`src/rtl/id_ex_pipe_reg_if.sv`:
```
// ID->EX stage bundle: decode-side inputs and execute-side registered outputs.
// The master drives the decode side and observes the EX side; the pipe register is the slave.
interface id_ex_pipe_reg_if #(
  parameter int DATA_W = 32,
  parameter int CTRL_W = 8
);
  logic              stall_i;
  logic              flush_i;
  logic              valid_i;
  logic [DATA_W-1:0] imm_i;
  logic [DATA_W-1:0] rs1_data_i;
  logic [DATA_W-1:0] rs2_data_i;
  logic [4:0]        rs1_addr_i;
  logic [4:0]        rs2_addr_i;
  logic [4:0]        rd_addr_i;
  logic [3:0]        funct_i;
  logic [CTRL_W-1:0] ctrl_i;

  logic              valid_o;
  logic [DATA_W-1:0] imm_o;
  logic [DATA_W-1:0] rs1_data_o;
  logic [DATA_W-1:0] rs2_data_o;
  logic [4:0]        rs1_addr_o;
  logic [4:0]        rs2_addr_o;
  logic [4:0]        rd_addr_o;
  logic [3:0]        funct_o;
  logic [CTRL_W-1:0] ctrl_o;
  logic              parity_err_o;
  logic [15:0]       bubble_cnt_o;

  modport master (
    output stall_i, flush_i, valid_i, imm_i, rs1_data_i, rs2_data_i,
           rs1_addr_i, rs2_addr_i, rd_addr_i, funct_i, ctrl_i,
    input  valid_o, imm_o, rs1_data_o, rs2_data_o, rs1_addr_o, rs2_addr_o,
           rd_addr_o, funct_o, ctrl_o, parity_err_o, bubble_cnt_o
  );

  modport slave (
    input  stall_i, flush_i, valid_i, imm_i, rs1_data_i, rs2_data_i,
           rs1_addr_i, rs2_addr_i, rd_addr_i, funct_i, ctrl_i,
    output valid_o, imm_o, rs1_data_o, rs2_data_o, rs1_addr_o, rs2_addr_o,
           rd_addr_o, funct_o, ctrl_o, parity_err_o, bubble_cnt_o
  );
endinterface

```
`src/rtl/id_ex_pipe_reg.sv`:
```
// ID->EX pipeline register with stall/flush, slot validity, saturating bubble count
// and a parity-protected immediate whose held value is continuously checked.
module id_ex_pipe_reg #(
  parameter int DATA_W = 32,
  parameter int CTRL_W = 8
) (
  input  logic               clk_i,
  input  logic               rst_i,
  id_ex_pipe_reg_if.slave    bus
);

  function automatic logic parity_f(input logic [DATA_W-1:0] value);
    return ^value;
  endfunction

  logic              valid_q,    valid_d;
  logic [DATA_W-1:0] imm_q,      imm_d;
  logic [DATA_W-1:0] rs1_data_q, rs1_data_d;
  logic [DATA_W-1:0] rs2_data_q, rs2_data_d;
  logic [4:0]        rs1_addr_q, rs1_addr_d;
  logic [4:0]        rs2_addr_q, rs2_addr_d;
  logic [4:0]        rd_addr_q,  rd_addr_d;
  logic [3:0]        funct_q,    funct_d;
  logic [CTRL_W-1:0] ctrl_q,     ctrl_d;
  logic              par_q,      par_d;
  logic              perr_q,     perr_d;
  logic [15:0]       bcnt_q,     bcnt_d;
  logic              bubble_s;
  logic              par_mismatch_s;

  // The check reads the presented immediate, so an upset on the output path is seen too.
  assign par_mismatch_s = valid_q & (parity_f(bus.imm_o) != par_q);

  // Next-state selection: flush beats stall beats load.
  always_comb begin
    valid_d    = valid_q;
    imm_d      = imm_q;
    rs1_data_d = rs1_data_q;
    rs2_data_d = rs2_data_q;
    rs1_addr_d = rs1_addr_q;
    rs2_addr_d = rs2_addr_q;
    rd_addr_d  = rd_addr_q;
    funct_d    = funct_q;
    ctrl_d     = ctrl_q;
    par_d      = par_q;
    bubble_s   = 1'b0;
    if (bus.flush_i) begin
      valid_d    = 1'b0;
      imm_d      = bus.imm_i;
      rs1_data_d = bus.rs1_data_i;
      rs2_data_d = bus.rs2_data_i;
      rs1_addr_d = bus.rs1_addr_i;
      rs2_addr_d = bus.rs2_addr_i;
      rd_addr_d  = 5'd0;
      funct_d    = bus.funct_i;
      ctrl_d     = '0;
      par_d      = parity_f(bus.imm_i);
      bubble_s   = 1'b1;
    end else if (!bus.stall_i) begin
      valid_d    = bus.valid_i;
      imm_d      = bus.imm_i;
      rs1_data_d = bus.rs1_data_i;
      rs2_data_d = bus.rs2_data_i;
      rs1_addr_d = bus.rs1_addr_i;
      rs2_addr_d = bus.rs2_addr_i;
      rd_addr_d  = bus.rd_addr_i;
      funct_d    = bus.funct_i;
      ctrl_d     = bus.valid_i ? bus.ctrl_i : '0;
      par_d      = parity_f(bus.imm_i);
      bubble_s   = ~bus.valid_i;
    end else begin
      bubble_s   = 1'b0;
    end

    if (bubble_s && (bcnt_q != 16'hFFFF)) begin
      bcnt_d = bcnt_q + 16'd1;
    end else begin
      bcnt_d = bcnt_q;
    end

    perr_d = perr_q | par_mismatch_s;
  end

  // Stage state; reset clears everything immediately.
  always_ff @(posedge clk_i or negedge rst_i) begin
    if (!rst_i) begin
      valid_q    <= 1'b0;
      imm_q      <= '0;
      rs1_data_q <= '0;
      rs2_data_q <= '0;
      rs1_addr_q <= 5'd0;
      rs2_addr_q <= 5'd0;
      rd_addr_q  <= 5'd0;
      funct_q    <= 4'd0;
      ctrl_q     <= '0;
      par_q      <= 1'b0;
      perr_q     <= 1'b0;
      bcnt_q     <= 16'd0;
    end else begin
      valid_q    <= valid_d;
      imm_q      <= imm_d;
      rs1_data_q <= rs1_data_d;
      rs2_data_q <= rs2_data_d;
      rs1_addr_q <= rs1_addr_d;
      rs2_addr_q <= rs2_addr_d;
      rd_addr_q  <= rd_addr_d;
      funct_q    <= funct_d;
      ctrl_q     <= ctrl_d;
      par_q      <= par_d;
      perr_q     <= perr_d;
      bcnt_q     <= bcnt_d;
    end
  end

  assign bus.valid_o      = valid_q;
  assign bus.imm_o        = imm_q;
  assign bus.rs1_data_o   = rs1_data_q;
  assign bus.rs2_data_o   = rs2_data_q;
  assign bus.rs1_addr_o   = rs1_addr_q;
  assign bus.rs2_addr_o   = rs2_addr_q;
  assign bus.rd_addr_o    = rd_addr_q;
  assign bus.funct_o      = funct_q;
  assign bus.ctrl_o       = ctrl_q;
  assign bus.parity_err_o = perr_q;
  assign bus.bubble_cnt_o = bcnt_q;

endmodule

```
`src/flat_wrapper.sv`:
```
// flat-port wrapper written by rule: the top's interface ports become plain ports
module id_ex_pipe_reg_flat 
#(
  parameter int DATA_W = 32,
  parameter int CTRL_W = 8
)
  (clk_i, rst_i, bus_stall_i, bus_flush_i, bus_valid_i, bus_imm_i, bus_rs1_data_i, bus_rs2_data_i, bus_rs1_addr_i, bus_rs2_addr_i, bus_rd_addr_i, bus_funct_i, bus_ctrl_i, bus_valid_o, bus_imm_o, bus_rs1_data_o, bus_rs2_data_o, bus_rs1_addr_o, bus_rs2_addr_o, bus_rd_addr_o, bus_funct_o, bus_ctrl_o, bus_parity_err_o, bus_bubble_cnt_o);
  id_ex_pipe_reg_if #(.DATA_W(DATA_W), .CTRL_W(CTRL_W)) bus_i ();
  input  logic clk_i;
  input  logic rst_i;
  input wire logic [$bits(bus_i.stall_i)-1:0] bus_stall_i;
  input wire logic [$bits(bus_i.flush_i)-1:0] bus_flush_i;
  input wire logic [$bits(bus_i.valid_i)-1:0] bus_valid_i;
  input wire logic [$bits(bus_i.imm_i)-1:0] bus_imm_i;
  input wire logic [$bits(bus_i.rs1_data_i)-1:0] bus_rs1_data_i;
  input wire logic [$bits(bus_i.rs2_data_i)-1:0] bus_rs2_data_i;
  input wire logic [$bits(bus_i.rs1_addr_i)-1:0] bus_rs1_addr_i;
  input wire logic [$bits(bus_i.rs2_addr_i)-1:0] bus_rs2_addr_i;
  input wire logic [$bits(bus_i.rd_addr_i)-1:0] bus_rd_addr_i;
  input wire logic [$bits(bus_i.funct_i)-1:0] bus_funct_i;
  input wire logic [$bits(bus_i.ctrl_i)-1:0] bus_ctrl_i;
  output wire logic [$bits(bus_i.valid_o)-1:0] bus_valid_o;
  output wire logic [$bits(bus_i.imm_o)-1:0] bus_imm_o;
  output wire logic [$bits(bus_i.rs1_data_o)-1:0] bus_rs1_data_o;
  output wire logic [$bits(bus_i.rs2_data_o)-1:0] bus_rs2_data_o;
  output wire logic [$bits(bus_i.rs1_addr_o)-1:0] bus_rs1_addr_o;
  output wire logic [$bits(bus_i.rs2_addr_o)-1:0] bus_rs2_addr_o;
  output wire logic [$bits(bus_i.rd_addr_o)-1:0] bus_rd_addr_o;
  output wire logic [$bits(bus_i.funct_o)-1:0] bus_funct_o;
  output wire logic [$bits(bus_i.ctrl_o)-1:0] bus_ctrl_o;
  output wire logic [$bits(bus_i.parity_err_o)-1:0] bus_parity_err_o;
  output wire logic [$bits(bus_i.bubble_cnt_o)-1:0] bus_bubble_cnt_o;
  assign bus_i.stall_i = bus_stall_i;
  assign bus_i.flush_i = bus_flush_i;
  assign bus_i.valid_i = bus_valid_i;
  assign bus_i.imm_i = bus_imm_i;
  assign bus_i.rs1_data_i = bus_rs1_data_i;
  assign bus_i.rs2_data_i = bus_rs2_data_i;
  assign bus_i.rs1_addr_i = bus_rs1_addr_i;
  assign bus_i.rs2_addr_i = bus_rs2_addr_i;
  assign bus_i.rd_addr_i = bus_rd_addr_i;
  assign bus_i.funct_i = bus_funct_i;
  assign bus_i.ctrl_i = bus_ctrl_i;
  assign bus_valid_o = bus_i.valid_o;
  assign bus_imm_o = bus_i.imm_o;
  assign bus_rs1_data_o = bus_i.rs1_data_o;
  assign bus_rs2_data_o = bus_i.rs2_data_o;
  assign bus_rs1_addr_o = bus_i.rs1_addr_o;
  assign bus_rs2_addr_o = bus_i.rs2_addr_o;
  assign bus_rd_addr_o = bus_i.rd_addr_o;
  assign bus_funct_o = bus_i.funct_o;
  assign bus_ctrl_o = bus_i.ctrl_o;
  assign bus_parity_err_o = bus_i.parity_err_o;
  assign bus_bubble_cnt_o = bus_i.bubble_cnt_o;
  id_ex_pipe_reg #(.DATA_W(DATA_W), .CTRL_W(CTRL_W)) u_core (.clk_i(clk_i), .rst_i(rst_i), .bus(bus_i));
endmodule
```
`config.mk`:
```
export PLATFORM = sky130hd
export DESIGN_NAME = id_ex_pipe_reg_flat
export DESIGN_NICKNAME = d
export VERILOG_FILES = /design/src/rtl/id_ex_pipe_reg_if.sv /design/src/rtl/id_ex_pipe_reg.sv /design/src/flat_wrapper.sv
export SDC_FILE = /design/constraint.sdc
export NUM_CORES = 1
export LEC_CHECK = 0
export CORE_AREA = 2 2 127 129
export CTS_BUF_LIST = sky130_fd_sc_hd__clkbuf_4 sky130_fd_sc_hd__clkbuf_8
export DETAILED_ROUTE_END_ITERATION = 6
export DIE_AREA = 0 0 129 131
export PLACE_DENSITY = 0.89
export SETUP_SLACK_MARGIN = 0.3
export SLEW_MARGIN = 40
export SYNTH_ARGS = -nofsm -noshare
export SYNTH_HDL_FRONTEND = slang
export SYNTH_SLANG_ARGS = --single-unit
```
`constraint.sdc`:
```
create_clock -name clk_i -period 1.6 [get_ports clk_i]
set_input_delay 0.48 -clock clk_i [delete_from_list [all_inputs] [get_ports clk_i]]
set_output_delay 0.48 -clock clk_i [all_outputs]
set_load 0.02 [all_outputs]
```
### Word level (Yosys, flattened, before mapping)

Cells that the tools add are included.
W data, S select, Z words.

* input port bits: 128
* logic and storage cells: 45
* flip-flop bits (word level): 142

* equality and inequality tests: 3
* bitwise logic cells: 3
* mux-type cells: 23
* $add $sub $neg: 1
* reductions and logical operators: 3

Operators with widths (count)
* $mux W32: 6
* $reduce_xor A32 Y1: 2
* $mux W5: 6
* $mux W8: 3
* $add A16 B1 Y16 const B: 1
* $ne A16 B16 Y1 const B: 1
* $mux W4: 2
* $mux W1: 6
* $ne A2 B1 Y1 const B: 1
* $and A1 B1 Y1: 1
* $logic_and A1 B1 Y1: 1
* $ne A1 B1 Y1: 1
* $not A1 Y1: 1
* $or A1 B1 Y1: 1

### Depth between registers and ports, before layout

* word-level depth: 4
* gate-level depth with buffers: 7

### Least setup slack after synthesis

Ideal clock, no wire load.

* path type: reg-to-reg
* start point: register u_core.bcnt_q[0] (netlist: u_core.bus.bubble_cnt_o[0])
* end point: register u_core.bcnt_q[12] (netlist: u_core.bus.bubble_cnt_o[12])
* clock period less this slack: 1896 ps
* setup slack: -296 ps
* cell stages (with the launch flop): 8
* arrival: 1766 ps
* data required time: 1471 ps
* cells stage by stage: dfrtp_1 ha_1 and3_1 nand3_1 nor3_2 and2_1 or3b_1 xnor2_1

* longest elaborated chain between the ends: 2
* elaborated cells on any way between the ends: 3
* classes of those cells: add/sub (1); eq/ne (1); reduce/logical (1)

Ends and longest elaborated chain
* from (decl): RTL line id_ex_pipe_reg.sv:27 `logic [15:0] bcnt_q, bcnt_d;`
* from (signal assigned): RTL line id_ex_pipe_reg.sv:111 `bcnt_q <= bcnt_d;`
* branches (longest 2 deep; another with $add A16 B1 Y16)

Parallel ways; which one is timed is not known.
A chain may end at the register's enable or synchronous reset.

### Worst setup path in the final report

* start point: register u_core.bcnt_q[0] (netlist: u_core.bus.bubble_cnt_o[0])
* end point: register u_core.bcnt_q[7] (netlist: u_core.bus.bubble_cnt_o[7])

Same word-level chain as after synthesis.

==> impl_results.md <==
- GR Util All Layers: between 20% and 30%
- Routed WL per cell: roughly 17 um
- Synth warn: 0
- CTS tree: yes
- Slew Limit Fails: 0
- Sw frac: 31.2%
- Total CTS buffers: 17
- Die width: ~130 um
- Worst Hold Class: in2reg
- RSZ-0062 raised after global routing: true
- Initial antenna violation count: 0
- Clock Tree Buf Depth: 2
- Comb pwr share: a little over a third
- Die ar.: roughly 17000 um2
- Fmax: approximately 540 MHz
- Worst setup margin: -0.246 ns
- Crit path max fanout: 3
- Congestion Overflow GR: 0
- DPL Wire Length: 13000 um
- Syn-to-layout area delta: 86.1%
- Post-synthesis area per instance: 9.37 um2
- WP data required: 1.92 ns
- CORE AREA: roughly 16000 um2
- Failing checks: negative setup slack
- Worst path cell trace: ha_4 -> and3_4 -> a41o_4 -> or3_4 -> buf_6 -> xnor2_1
- Kind of critical path: reg2reg
- Period utilisation layout: 115%
- Worst setup SP type: register
- Largest stage delay, worst path: ~0.44 ns
- Clock sink count: ~140
- DR vias: between 5000 and 6000
- Final hold vios: 0
- DP Cell Count: 1154
- Clk pwr share: between 20% and 30%
- Multi-input logic area: roughly 2700 um2
- Sequential cell area: 3570 um2
- Seq pwr share: roughly 37%
- Critical Path Sink Type: register
- Sequential area share after synthesis: between 50% and 60%
- Post-Route WL: 21100 um
- Post-Place Worst Slack: -0.576 ns
- Rows: between 40 and 50
- Drt first pass iters: 4
- Commonest cells after routing, fill and taps aside: nand2_1, buf_6, dfrtp_1, clkdlybuf4s50_1, buf_4
- Yosys reg bits: 142
- Antenna Nets Post-Route: 0
- Clk_lat worst skew: 0.43 ns
- Fin crit period: 1.85 ns
- Diode count: 0
- Switching power: around 0.0037 W
- CTS root buf: clkbuf_8
- Final hold slack: between 0.2 and 0.3 ns
- Pin count of the biggest net entering global routing: 46
- Cell internal pwr: slightly above 0.008 W
- Vias in the first global route: between 5000 and 6000
- # fillers: just over 1000
- First-pass GRT wire length: approximately 29000 um
- Total Nets Final: around 1200
- Worst-margin pin slew: 0.345 ns
- Vias/cell: roughly 4.7
- Slowest cell on crit path: dfrtp_2
- Clk slew on worst S/H paths: roughly 0.080 ns
- Maximum vdd drop: 0.823 mV
- Boundary pin count: approximately 270
- Cells after Synth: between 600 and 700
- Layout cells sized above 1: around two fifths
- Relative slew slack: roughly three quarters
- Die Ht: around 130 um
- Gp weighted congestion: roughly 0.8
- Power per cell area: 1060 nW/um2
- Post-synthesis cell type count: 26
- Run status: finished, violations left
- Most common cell after layout, fill and taps aside: nand2_1
- Setup violators final: 21
- Mapped Area: between 5000 and 6000 um2
- MaxCap Viol Count: 0
- Buffers on Ports: around 270
- Crit path max-delay family: simple AND/OR/NAND/NOR gates
- Final core occ: between 70% and 80%
- Initial DRC count: 214
- Finished Layout Cells: between 1000 and 1500
- Starting density of the core: a little under two fifths
- H-tree depth: 4
- Clock skew: ~0.010 ns
- DRC: 0
- Worst Path Arrival: roughly 2.2 ns
- Syn_nets: about 770
- WP buf/inv: 1
- Pleak: roughly 5.6 nW
-- final timing paths --
kind / cells after the start / startpoint / slack, ns / endpoint
worst min-delay path: 3 / bus_imm_i[17] / 0.29 / u_core.bus.imm_o[17]$_DFFE_PN0P_
worst max-delay path: 6 / u_core.bus.bubble_cnt_o[0]$_DFFE_PN0P_ / -0.25 / u_core.bus.bubble_cnt_o[7]$_DFFE_PN0P_
worst min register to register: 2 / u_core.bus.rs1_data_o[3]$_DFFE_PN0P_ / 0.49 / u_core.bus.rs1_data_o[3]$_DFFE_PN0P_
worst max register to register: 6 / u_core.bus.bubble_cnt_o[0]$_DFFE_PN0P_ / -0.25 / u_core.bus.bubble_cnt_o[7]$_DFFE_PN0P_
max in group asynchronous: 3 / rst_i / 0.53 / u_core.bus.rs1_addr_o[1]$_DFFE_PN0P_
min in group asynchronous: 2 / rst_i / 0.49 / u_core.bus.imm_o[14]$_DFFE_PN0P_
-- sequential cells by signal (all words and copies together) (netlist names) --
signal / flops
u_core.bus.funct_o: 4
u_core.bus.rd_addr_o: 5
u_core.bus.rs2_addr_o: 5
u_core.bus.bubble_cnt_o: 16
u_core.bus.ctrl_o: 8
u_core.bus.parity_err_o: 1
u_core.bus.rs1_addr_o: 5
u_core.bus.valid_o: 1
u_core.bus.rs1_data_o: 32
u_core.bus.rs2_data_o: 32
u_core.par_q: 1
u_core.bus.imm_o: 32
-- power by group through the flow --
stage	clock [W]	combinational, W	sequential (W)
floorplan	0	0.00116	0.00480
global placement	0	0.00330	0.00430
detailed placement	0	0.00337	0.00433
CTS	0.00325	0.00378	0.00432
global route	0.00341	0.00445	0.00440
finish	0.00320	0.00421	0.00436
-- cells by family (layout without fill, tap and decap cells) --
logic type      Yosys count  after routing  share of synthesized area [%]
simple gates            370            370                           24.1
compound gates           12             12                           1.70
xor+xnor                 77             77                           11.5
fa+ha+maj                 1              1                          0.210
flops                   142            142                           59.6
mux                       5              5                          0.840
buf+inv                  29            438                           1.99
-- cell type report --
class / instances / area share [%]
tap: 216 / 2.44
multi-input combinational: 465 / 24.7
inverter: 2 / 0.180
clock buffer: 21 / 2.49
sequential: 142 / 32.2
timing repair buffer: 404 / 36.5
clock inverter: 11 / 1.48
-- cells in the mapped netlist, drive strengths merged --
cell type | instances | area share (%)
nand2 | 341 | 21
dfrtp | 142 | 60
xnor2 | 64 | 9.4
clkbuf | 19 | 1.2
xor2 | 12 | 1.8
nor2 | 10 | 0.63
a22o | 8 | 1.2
buf | 8 | 0.67
mux2i | 5 | 0.84
nand3 | 4 | 0.34
nand4 | 4 | 0.42
nor3 | 3 | 0.34
a21o | 2 | 0.25
and3 | 2 | 0.21
inv | 2 | 0.13
a41o | 1 | 0.19
and2 | 1 | 0.11
ha | 1 | 0.21
nand2b | 1 | 0.11
nor2b | 1 | 0.11
nor3b | 1 | 0.13
o21ai | 1 | 0.084
or3 | 1 | 0.11
or3b | 1 | 0.15
xnor3 | 1 | 0.38
-- routing by layer --
metal	vias up	track usage, %	share of wire (%)
li1	2750	-	-
met1	2860	24.1	37
met2	253	41.2	53
met3	52	6.60	6.9
met4	0	9.59	3.5
met5	-	0	0
-- stage by stage --
step           TNS, ns  total power (W)  cell area, um2
2_1_floorplan   -0.975          0.00596            6170
3_3_place_gp    -39.79          0.00760            9430
3_5_place_dp    -43.22          0.00770            9430
4_1_cts          -1.01           0.0114           10600
5_1_grt          -4.33           0.0123           11100
6_report         -2.66           0.0118           11100
-- worst reg2reg max path: cells and delay by family, from the launching register on --
kind	cells	cell delay, ns
XOR/XNOR	1	0.11
buffers and inverters	1	0.14
adder cells (fa/ha/maj)	1	0.18
AND/OR/NAND/NOR	2	0.62
AO/OA/AOI/OAI	1	0.24
flip-flops	1	0.44
-- repair_timing --
item | 4_1_cts | 5_1_grt
hold endpoints to repair | 27 | 0
setup buffers | 30 | 42
endpoints found under the setup margin | 278 | 160
gates cloned | 2 | 0
hold buffers | 1 | 0
gates resized for setup | 988 | 84
pin swaps | 53 | 40
Power figures use the tool's default switching activity.
